<file path="src/rtl/lab5_operand_capture_pkg.sv">
// lab5_operand_capture_pkg: operand-capture states, LED codes and default debounce length
package lab5_operand_capture_pkg;
   typedef enum logic [1:0] {WAIT_A = 2'd0, WAIT_B = 2'd1, READY = 2'd2} state_t;
   localparam logic [1:0] LED_WAIT_A = 2'b01;
   localparam logic [1:0] LED_WAIT_B = 2'b10;
   localparam logic [1:0] LED_READY  = 2'b11;
   localparam int DEBOUNCE_DEFAULT = 1000000;
endpackage

</file>
<file path="src/rtl/btn_debounce.sv">
// btn_debounce: synchronizes and debounces a raw button, then emits one pulse per press
module btn_debounce #(
   parameter int DEBOUNCE_CYCLES = 1000000
) (
   input  logic clk,
   input  logic rst_n,
   input  logic raw,
   output logic pulse
);
   localparam int CNT_W = $clog2(DEBOUNCE_CYCLES + 1);
   logic [1:0] sync;
   logic [CNT_W-1:0] cnt;
   logic level, level_d;
   // pulse is registered so a press lands on the consumer one clock after the level flips
   always_ff @(posedge clk or negedge rst_n)
      if (!rst_n) begin
         sync    <= '0;
         cnt     <= '0;
         level   <= 1'b0;
         level_d <= 1'b0;
         pulse   <= 1'b0;
      end else begin
         sync    <= {sync[0], raw};
         level_d <= level;
         pulse   <= level & ~level_d;
         if (sync[1] == level) cnt <= '0;
         else if (cnt == CNT_W'(DEBOUNCE_CYCLES - 1)) begin
            level <= ~level;
            cnt   <= '0;
         end else cnt <= cnt + CNT_W'(1);
      end
endmodule

</file>
<file path="src/rtl/lab5_operand_capture.sv">
// lab5_operand_capture: captures operands A then B from SW on debounced BTNC presses, BTNU clears
module lab5_operand_capture
   import lab5_operand_capture_pkg::*;
#(
   parameter int DEBOUNCE_CYCLES = DEBOUNCE_DEFAULT
) (
   input  logic       CLK100MHZ,
   input  logic       CPU_RESETN,
   input  logic [1:0] SW,
   input  logic       BTNC,
   input  logic       BTNU,
   output logic [1:0] A,
   output logic [1:0] B,
   output logic       VALID,
   output logic [1:0] LED
);
   state_t state, state_n;
   logic [1:0] sw_meta, sw_s, a_n, b_n;
   logic valid_n, cap_p, clr_p;
   btn_debounce #(.DEBOUNCE_CYCLES(DEBOUNCE_CYCLES)) u_cap (
      .clk(CLK100MHZ), .rst_n(CPU_RESETN), .raw(BTNC), .pulse(cap_p));
   btn_debounce #(.DEBOUNCE_CYCLES(DEBOUNCE_CYCLES)) u_clr (
      .clk(CLK100MHZ), .rst_n(CPU_RESETN), .raw(BTNU), .pulse(clr_p));
   always_ff @(posedge CLK100MHZ or negedge CPU_RESETN)
      if (!CPU_RESETN) begin
         sw_meta <= '0;
         sw_s    <= '0;
         state   <= WAIT_A;
         A       <= '0;
         B       <= '0;
         VALID   <= 1'b0;
      end else begin
         sw_meta <= SW;
         sw_s    <= sw_meta;
         state   <= state_n;
         A       <= a_n;
         B       <= b_n;
         VALID   <= valid_n;
      end
   // clear beats a simultaneous capture; an illegal state encoding is treated like a clear
   always_comb begin
      state_n = state;
      a_n     = A;
      b_n     = B;
      valid_n = VALID;
      if (clr_p || !(state inside {WAIT_A, WAIT_B, READY})) begin
         state_n = WAIT_A;
         a_n     = '0;
         b_n     = '0;
         valid_n = 1'b0;
      end else if (cap_p) begin
         a_n     = (state == WAIT_B) ? A : sw_s;
         b_n     = (state == WAIT_B) ? sw_s : B;
         valid_n = (state == WAIT_B);
         state_n = (state == WAIT_B) ? READY : WAIT_B;
      end
   end
   assign LED = (state == WAIT_B) ? LED_WAIT_B : (state == READY) ? LED_READY : LED_WAIT_A;
endmodule

</file>
<file path="config.mk">
export PLATFORM = sky130hd
export DESIGN_NAME = lab5_operand_capture
export DESIGN_NICKNAME = d
export VERILOG_FILES = /design/src/rtl/lab5_operand_capture_pkg.sv /design/src/rtl/btn_debounce.sv /design/src/rtl/lab5_operand_capture.sv
export SDC_FILE = /design/constraint.sdc
export NUM_CORES = 1
export LEC_CHECK = 0
export CORE_ASPECT_RATIO = 1.75
export CORE_UTILIZATION = 50
export CTS_CLUSTER_DIAMETER = 120
export DETAILED_ROUTE_END_ITERATION = 6
export HOLD_SLACK_MARGIN = 0.08
export PLACE_DENSITY = 0.68
export SKIP_LAST_GASP = 1
export SYNTH_ARGS = -nofsm -noshare
export SYNTH_HDL_FRONTEND = slang
export SYNTH_SLANG_ARGS = --single-unit
export TNS_END_PERCENT = 100
</file>
<file path="constraint.sdc">
create_clock -name CLK100MHZ -period 3.4 [get_ports CLK100MHZ]
set_input_delay 0.68 -clock CLK100MHZ [delete_from_list [all_inputs] [get_ports CLK100MHZ]]
set_output_delay 0.68 -clock CLK100MHZ [all_outputs]
set_load 0.01 [all_outputs]
</file>
After elaboration in Yosys (flattened, before gate mapping)
Index checks and enable logic that the tools add are counted.

word-level totals
  bits of input ports = 6
  register bits after elaboration = 61

operators by class
  eq/ne operators = 7
  bitwise gates (word level) = 8
  muxes and demuxes = 17
  add/sub/neg operators = 2
  reduce and logical (&&, ||, !) cells = 10

operator list
  operator                                        count
  two-way mux 20 bit                              4
  adder 20 x 1 -> 20 bit (second input constant)  2
  == test 20 bit (second input constant)          2
  two-way mux 2 bit                               11
  AND reduction 2 bit                             4
  NOT 1 bit                                       6
  nonzero test 2 bit                              2
  nonzero test 3 bit                              1
  bitwise AND 1 bit                               2
  == test 1 bit                                   2
  == test 2 x 1 -> 1 bit (second input constant)  1
  == test 2 bit (second input constant)           1
  logical NOT 2 bit                               1
  two-way mux 1 bit                               2
  inequality test 2 bit (second input constant)   1
  logical NOT 1 bit                               1
  logical OR 1 bit                                1

Depth between registers and ports, before layout
Gate-level depths: netlist of run 1.

  depth in word-level cells = 6
  depth in mapped cells = 6

By module
A second synthesis of run 1 with hierarchy kept.

unflattened totals
  cell total of the unflattened synthesis = 255
  area, all modules = 2,735.1 µm²

modules (own cells, without submodules)
  module                cells each  times used  area an instance (µm²)
  btn_debounce          111         2           1,171.1
  lab5_operand_capture  33          1           392.9

Worst setup path before layout of run 1
No wires, ideal clock.

  path type = register -> register
  start = register u_clr.cnt[2]
  end = register u_clr.cnt[18]
  cell stages (with the launch flop) = 6
  path slack = 1.498 ns
  setup time = 0.078 ns
  clock period less this slack = 1.902 ns
  data arrival time = 1.824 ns
  cell sequence = dfrtp_1 -> nand4_4 -> or4_1 -> buf_2 -> or4_1 -> a21oi_1

on the way
  cells in the longest elaborated chain, start to end = 3

ends and longest elaborated chain
  what                                                             line                                    source
  start, declared                                                  btn_debounce.sv:12                      logic [CNT_W-1:0] cnt;
  start signal, assigned                                           btn_debounce.sv:30                      end else cnt <= cnt + CNT_W'(1);
  adder 20 x 1 -> 20 bit / == test 20 bit (equally long branches)  btn_debounce.sv:30, btn_debounce.sv:27
  two-way mux 20 bit *                                             btn_debounce.sv:27                      else if (cnt == CNT_W'(DEBOUNCE_CYCLES - 1)) begin
  two-way mux 20 bit *                                             btn_debounce.sv:26                      if (sync[1] == level) cnt <= '0;

Every way passes the cells marked *; elsewhere a longest branch is shown, timed or not.
A chain may end at the register's enable or synchronous reset.

==> metrics.md, run 1 <==
| Metric | Value |
|---|---|
| Outcome | finished, final reports clean |
| Die Y | 98.9 µm |
| Antenna violations before repair | 0 |
| Top post-synthesis cells by count | dfrtp_1, nor2_1, nand2_1, xnor2_1, nand3_1 |
| Grt ovf | 0 |
| Reg2Reg Capture Point | u_cap.cnt[18] |
| Detailed Place HPWL | between 3000 and 4000 µm |
| Logic pwr share | around 2.6% |
| TritonCTS clock tree | built |
| First-pass GRT wire length | approximately 8900 µm |
| DRC | 0 |
| Initial drt markers | 119 |
| Worst Tran Pin Value | 0.782 ns |
| Die area | approximately 5700 µm² |
| Reg2Reg Setup Slack | 1.27 ns |
| Worst VDD drop | 0.366 mV |
| RSZ-0062 raised after global routing | false |
| Seq/Total Area, Yosys | between 50 and 60% |
| Top_reg_cell synth | dfrtp_1 |
| Setup crit start kind | flip-flop |
| Drt via density | about 5.7 |
| Ys async rst share | 100% |
| Syn_area_per_cell | approximately 10 µm² |
| Clock share of power | about 53% |
| Crit. End Element | primary output |
| Post-CTS Resized | 0 |
| Sequential Power Share | between 40 and 50% |
| Core area | 5210 µm² |
| Fin crit share | 68.9% |
| Post-Syn Instances | 261 |
| Syn Nets | roughly 270 |
| Rel. slew slack | 47.5% |
| Row count | 35 |
| CTS buffer count | 9 |
| Clock Root Buffer | clkbuf_8 |
| P_leak | 1.32 nW |
| Post-DP Area | around 2900 µm² |
| Post-Synthesis Cell Area | around 2700 µm² |
| CP max FO | 4 |
| ANT cells | 0 |
| Max clock buf depth | 2 |
| Synth unique cells | 32 |
| Global Route Usage Sum | 21.0% |
| Area Overhead vs Synth | 17.3% |
| Sw frac | 20.4% |
| Post-CTS setup buffer count | 0 |
| Critical Path End | LED[1] |
| Chip width | 57.4 µm |
| H-Tree Depth | 3 |
| IO Count | 13 |
| Vias in the first global route | 1,990 |
| Clk slew on worst S/H paths | 0.07 ns |
| Clock Skew | around 0.0071 ns |
| GP Congestion | between 0.8 and 0.9 |
| Largest area contributor in the netlist | dfrtp_1 |
| Total design power | 0.00164 W |
| Minimum clock period | 2.34 ns |
| Synth Register Bits | 60 |
| Final instance area | 3150 µm² |
| Final number of max-transition violations | 0 |
| Nets | between 200 and 300 |
| Largest net degree at the start of global routing | 32 |
| # fillers | 443 |
| Final hold vios | 0 |
| DR pass1 iterations | 4 |
| CP Class | flip-flop to primary output |
| Layout cell share with drive strength beyond 1 | a little over 10% |
| Worst min path class | flip-flop to flip-flop |
| Latest clock arrival within the worst-skew pair | 0.34 ns |
| EDFF count, synth | 0 |
| Top-count cell post-synth | dfrtp_1 |
| Clock sink count | 60 |
| CP Data Arrival Time | 1.66 ns |
| Max Cap Viol | 0 |
| R2R depth | 5 |
| Routed length per instance | around 15 µm |
| Setup tns final | 0 ns |
| Final Util | 60.5% |
| Final WL | 5200 µm |
| Port-buffer cells | 12 |
| Cts hold-fix bufs | 0 |
| Synth top area cells | dfrtp_1, xnor2_1, nor2_1 |
| Vias | 1,945 |
| Antenna viol nets, final | 0 |
| Post-synth top area share | 55.9% |
| Worst Path Required | around 2.7 ns |
| Reg-to-Reg Start | u_cap.cnt[0] |
| Initial Utilization | 51.5% |
| Pwr/cell area | 520 nW/µm² |
| Sw Pwr | 0.000334 W |
| Synth Warn # | 0 |
| FMAX | 0.427 GHz |
| Final setup fails | 0 |
| P_int | 0.00131 W |
| Worst setup startpoint | VALID |
==> registers in the layout (all words and copies together) (netlist names) <==
register	cells
u_cap.cnt	20
u_clr.cnt	20
A	2
B	2
sw_meta	2
sw_s	2
u_cap.sync	2
u_clr.sync	2
VALID	1
state	1
u_cap.level	1
u_cap.level_d	1
u_cap.pulse	1
u_clr.level	1
u_clr.level_d	1
u_clr.pulse	1
==> worst max-delay path, cell delays in order (launching register included) <==
cell	delay, ns
dfrtp_1	0.41
inv_1	0.06
ha_1	0.29
inv_1	0.05
clkdlybuf4s50_1	0.52
==> power groups by stage <==
stage | sequential, W | combinational (W) | clock, W
after detailed placement | 0.000747 | 0.0000435 | 0
after floorplan | 0.000745 | 0.0000169 | 0
after global placement | 0.000746 | 0.0000436 | 0
after global routing | 0.000735 | 0.0000487 | 0.000910
final | 0.000734 | 0.0000420 | 0.000864
after CTS | 0.000733 | 0.0000438 | 0.000884
==> worst min path at each step <==
stage	from	end	depth (start not counted)
floorplan	sw_meta[0]	sw_s[0]	0
global placement	u_cap.sync[0]	u_cap.sync[1]	0
detailed placement	u_cap.sync[0]	u_cap.sync[1]	0
CTS	u_cap.sync[0]	u_cap.sync[1]	0
global route	u_cap.sync[0]	u_cap.sync[1]	0
finish	u_cap.sync[0]	u_cap.sync[1]	0
==> cell families after synthesis <==
kind of cell	count (synthesis)	share of synthesized area, %
AO/OA/AOI/OAI	28	5.82
adder cells (fa/ha/maj)	4	1.86
XOR/XNOR	27	8.81
multiplexers	4	1.58
AND/OR/NAND/NOR	120	23.4
buffers and inverters	18	2.56
flip-flops	60	55.9
==> layout make-up <==
type | instances | area [µm²] | area share [%]
inverters | 12 | 45.0 | 1.43
multi-input cells | 183 | 1120 | 35.5
clock buffers | 9 | 124 | 3.93
well taps | 55 | 68.8 | 2.18
clock inverters | 7 | 146 | 4.65
flip-flops and latches | 60 | 1500 | 47.7
repair buffers | 16 | 145 | 4.61
==> per-stage QoR <==
stage	std cells	hold slack (ns)	worst slack (ns)
2_1_floorplan	261	0.331	1.50
3_3_place_gp	326	0.332	1.30
3_5_place_dp	326	0.337	1.32
4_1_cts	342	0.354	1.04
5_1_grt	342	0.357	0.973
6_report	342	0.351	1.06
==> metal layers <==
| metal | global-route usage (%) | part of all wire, % | up-vias |
|---|---|---|---|
| met1 | 21.1 | 39 | 952 |
| met4 | 11.6 | 3.2 | 0 |
| met2 | 37.9 | 55 | 27 |
| li1 | - | - | 951 |
| met3 | 5.51 | 2.5 | 15 |
| met5 | 0 | 0 | - |
==> cell usage in the layout, fill, tap and decap left out, types with 3 or more instances in the layout <==
cell,n
dfrtp_1,60
nor2_1,35
nand2_1,18
xnor2_1,18
nand3_1,16
a21oi_1,15
inv_1,12
clkdlybuf4s50_1,11
xor2_1,9
nor3_1,9
clkbuf_8,9
nor4_1,7
or4_1,6
nand4_1,6
o21ai_0,6
or3_1,5
o31ai_1,4
ha_1,4
bufinv_16,4
buf_4,4
nand4b_1,3
or2_2,3
(Power assumes the default switching activity.)
==> run 2: changes to the inputs <==
==> constraint.sdc (replaced) <==
create_clock -name CLK100MHZ -period 2.35 [get_ports CLK100MHZ]
set_input_delay 0.47 -clock CLK100MHZ [delete_from_list [all_inputs] [get_ports CLK100MHZ]]
set_output_delay 0.47 -clock CLK100MHZ [all_outputs]
set_load 0.01 [all_outputs]
==> metrics.md, run 2 (synthesized netlist as in run 1, its figures left out) <==
| Metric | Value |
|---|---|
| TritonCTS clock tree | built (unchanged) |
| CP max FO | 4 (unchanged) |
| Setup crit start kind | flip-flop (unchanged) |
| Commonest non-fill, non-tap cell in the layout | dfrtp_1 (unchanged) |
| Chip width | 57.4 µm (unchanged) |
| Port-buffer cells | 12 (unchanged) |
| Nets | 296 (was 292) |
| First-pass GRT wire length | 8730 µm (was 8900 µm) |
| Clock sink count | 60 (unchanged) |
| Drt via density | 5.56 (was 5.69) |
| Latest clock arrival within the worst-skew pair | 0.34 ns (about the same) |
| Vias | 1,925 (was 1,945) |
| Most Frequent Cell on Critical Path | inv_1 (unchanged) |
| CP Data Arrival Time | 1.65 ns (was 1.66 ns) |
| Clock Root Buffer | clkbuf_8 (unchanged) |
| Delay-heaviest family, CP | buffers and inverters (unchanged) |
| Die Y | 98.9 µm (unchanged) |
| Final number of max-transition violations | 0 (unchanged) |
| Worst Tran Pin Value | 0.588 ns (was 0.782 ns) |
| DRC | 0 (unchanged) |
| Global Route Usage Sum | 20.6% (was 21.0%) |
| CP max-delay cell | clkdlybuf4s50_1 (unchanged) |
| ANT cells | 0 (unchanged) |
| Worst VDD drop | 0.504 mV (was 0.366 mV) |
| CTS buffer count | 9 (unchanged) |
| Clock Skew | 0.0113 ns (was 0.00712 ns) |
| Detailed Place HPWL | 3670 µm (was 3710 µm) |
| Post-CTS Resized | 0 (unchanged) |
| Crit. End Element | primary output (unchanged) |
| Layout cell share with drive strength beyond 1 | 11.0% (was 10.1%) |
| Die area | 5680 µm² (unchanged) |
| Minimum clock period | 2.12 ns |
| Final hold vios | 0 (unchanged) |
| Final setup fails | 0 (unchanged) |
| P_leak | 1.33 nW (was 1.32 nW) |
| Worst min path class | flip-flop to flip-flop (unchanged) |
| Row count | 35 (unchanged) |
| # fillers | 442 (was 443) |
| Max clock buf depth | 2 (unchanged) |
| FF+latch area | 1500 µm² (unchanged) |
| Final Util | 60.6% (was 60.5%) |
| Fin crit share | 90.2% |
| Area Overhead vs Synth | 17.7% (was 17.3%) |
| Largest net degree at the start of global routing | 30 (was 32) |
| Clk slew on worst S/H paths | 0.07 ns (about the same) |
| Vias in the first global route | 1,967 (was 1,990) |
| Setup tns final | 0 ns (unchanged) |
| Area of the multi-input gates | 1120 µm² (unchanged) |
| Routed length per instance | 14.9 µm (was 15.2 µm) |
| Worst-path cell chain | inv_1, ha_1, inv_1, clkdlybuf4s50_1 (unchanged) |
| Final WL | 5170 µm (was 5200 µm) |
| Post-CTS setup buffer count | 0 (unchanged) |
| Initial Utilization | 51.5% (unchanged) |
| Critical path buffers and inverters | 3 (unchanged) |
| Pwr/cell area | 717 nW/µm² (was 520 nW/µm²) |
| Grt ovf | 0 (unchanged) |
| Antenna violations before repair | 0 (unchanged) |
| CP Class | flip-flop to primary output (unchanged) |
| RSZ-0062 raised after global routing | false (unchanged) |
| FMAX | 0.472 GHz |
| Max Cap Viol | 0 (unchanged) |
| Antenna viol nets, final | 0 (unchanged) |
| Top flop regs | u_cap.cnt: 20 flops, u_clr.cnt: 20 flops (unchanged) |
| CP max stage delay | 0.52 ns (about the same) |
| Core area | 5210 µm² (unchanged) |
| IO Count | 13 (unchanged) |
| Commonest cells after routing, fill and taps aside | dfrtp_1, nor2_1, nand2_1, xnor2_1, nand3_1 (unchanged) |
| H-Tree Depth | 3 (unchanged) |
| Initial drt markers | 72 (was 119) |
| DR pass1 iterations | 4 (unchanged) |
| Worst Path Required | 1.88 ns (was 2.72 ns) |
| GP Congestion | 0.785 (was 0.830) |
| Outcome | finished, final reports clean (unchanged) |
| Rel. slew slack | 60.4% (was 47.5%) |
[run 2: what timing repair did]
item / in CTS / in global routing
hold endpoints to repair: 17 / 0
hold buffers: 1 / 0
endpoints found under the setup margin: 0 / 0
[run 2: metal layers]
metal | track usage [%] | vias to the layer above | wire (µm) | part of all wire [%]
met5 | 0 | - | 0 | 0
met3 | 6.30 | 9 | 124 | 2.4
li1 | - | 954 | - | -
met2 | 37.6 | 28 | 2900 | 56
met4 | 10.9 | 0 | 103 | 2.0
met1 | 20.1 | 934 | 2040 | 39
[run 2: path summary, 6_finish.rpt]
kind | depth (start not counted) | start | slack (ns) | to
max in group asynchronous | 3 | CPU_RESETN | 1.04 | u_cap.cnt[13]
min in group asynchronous | 2 | CPU_RESETN | 0.59 | u_clr.cnt[16]
worst min-delay path | 0 | u_clr.sync[0] | 0.35 | u_clr.sync[1]
worst max-delay path | 4 | VALID | 0.23 | LED[1]
worst max register to register | 4 | u_clr.cnt[2] | 0.32 | u_clr.cnt[18]
worst min register to register | 0 | u_clr.sync[0] | 0.35 | u_clr.sync[1]
[run 2: worst register-to-register path, cell delays in order (launching register included)]
cell	delay (ns)
dfrtp_1	0.46
nand4_4	0.17
or4_1	0.67
or4_1	0.51
a21oi_1	0.15
[run 2: final cells by class]
cell class              instances  share of cell area, %
clock buffers                   9                   3.92
clock inverters                 7                   3.92
inverters                      12                   1.43
multi-input cells             183                   35.4
flip-flops and latches         60                   47.5
well taps                      55                   2.18
repair buffers                 20                   5.62
[run 2: per-stage QoR]
step	area (µm²)	setup slack (ns)	total power, W	std cells	hold WS, ns
final	3160	0.231	0.00227	346	0.350
after global routing	3160	0.145	0.00235	346	0.356
after CTS	3160	0.193	0.00230	346	0.353
after detailed placement	2900	0.341	0.00115	329	0.338
after global placement	2900	0.393	0.00114	329	0.332
after floorplan	2690	0.448	0.00110	261	0.174
[run 2: power breakdown]
group          internal [W]  leakage [nW]  switching [W]
clock              0.000711         0.120       0.000430
sequential          0.00105         0.815      0.0000134
combinational     0.0000234         0.393      0.0000408
total               0.00178          1.33       0.000484
==> run 3: changes to the inputs <==
--- a/config.mk
+++ b/config.mk
@@ -5,6 +5,7 @@
 export SDC_FILE = /design/constraint.sdc
 export NUM_CORES = 1
 export LEC_CHECK = 0
+export CAP_MARGIN = 20
 export CORE_ASPECT_RATIO = 1.75
 export CORE_UTILIZATION = 50
 export CTS_CLUSTER_DIAMETER = 120
==> results of run 3 <==
The final DEF is identical to that of run 2; final timing and power are the same.
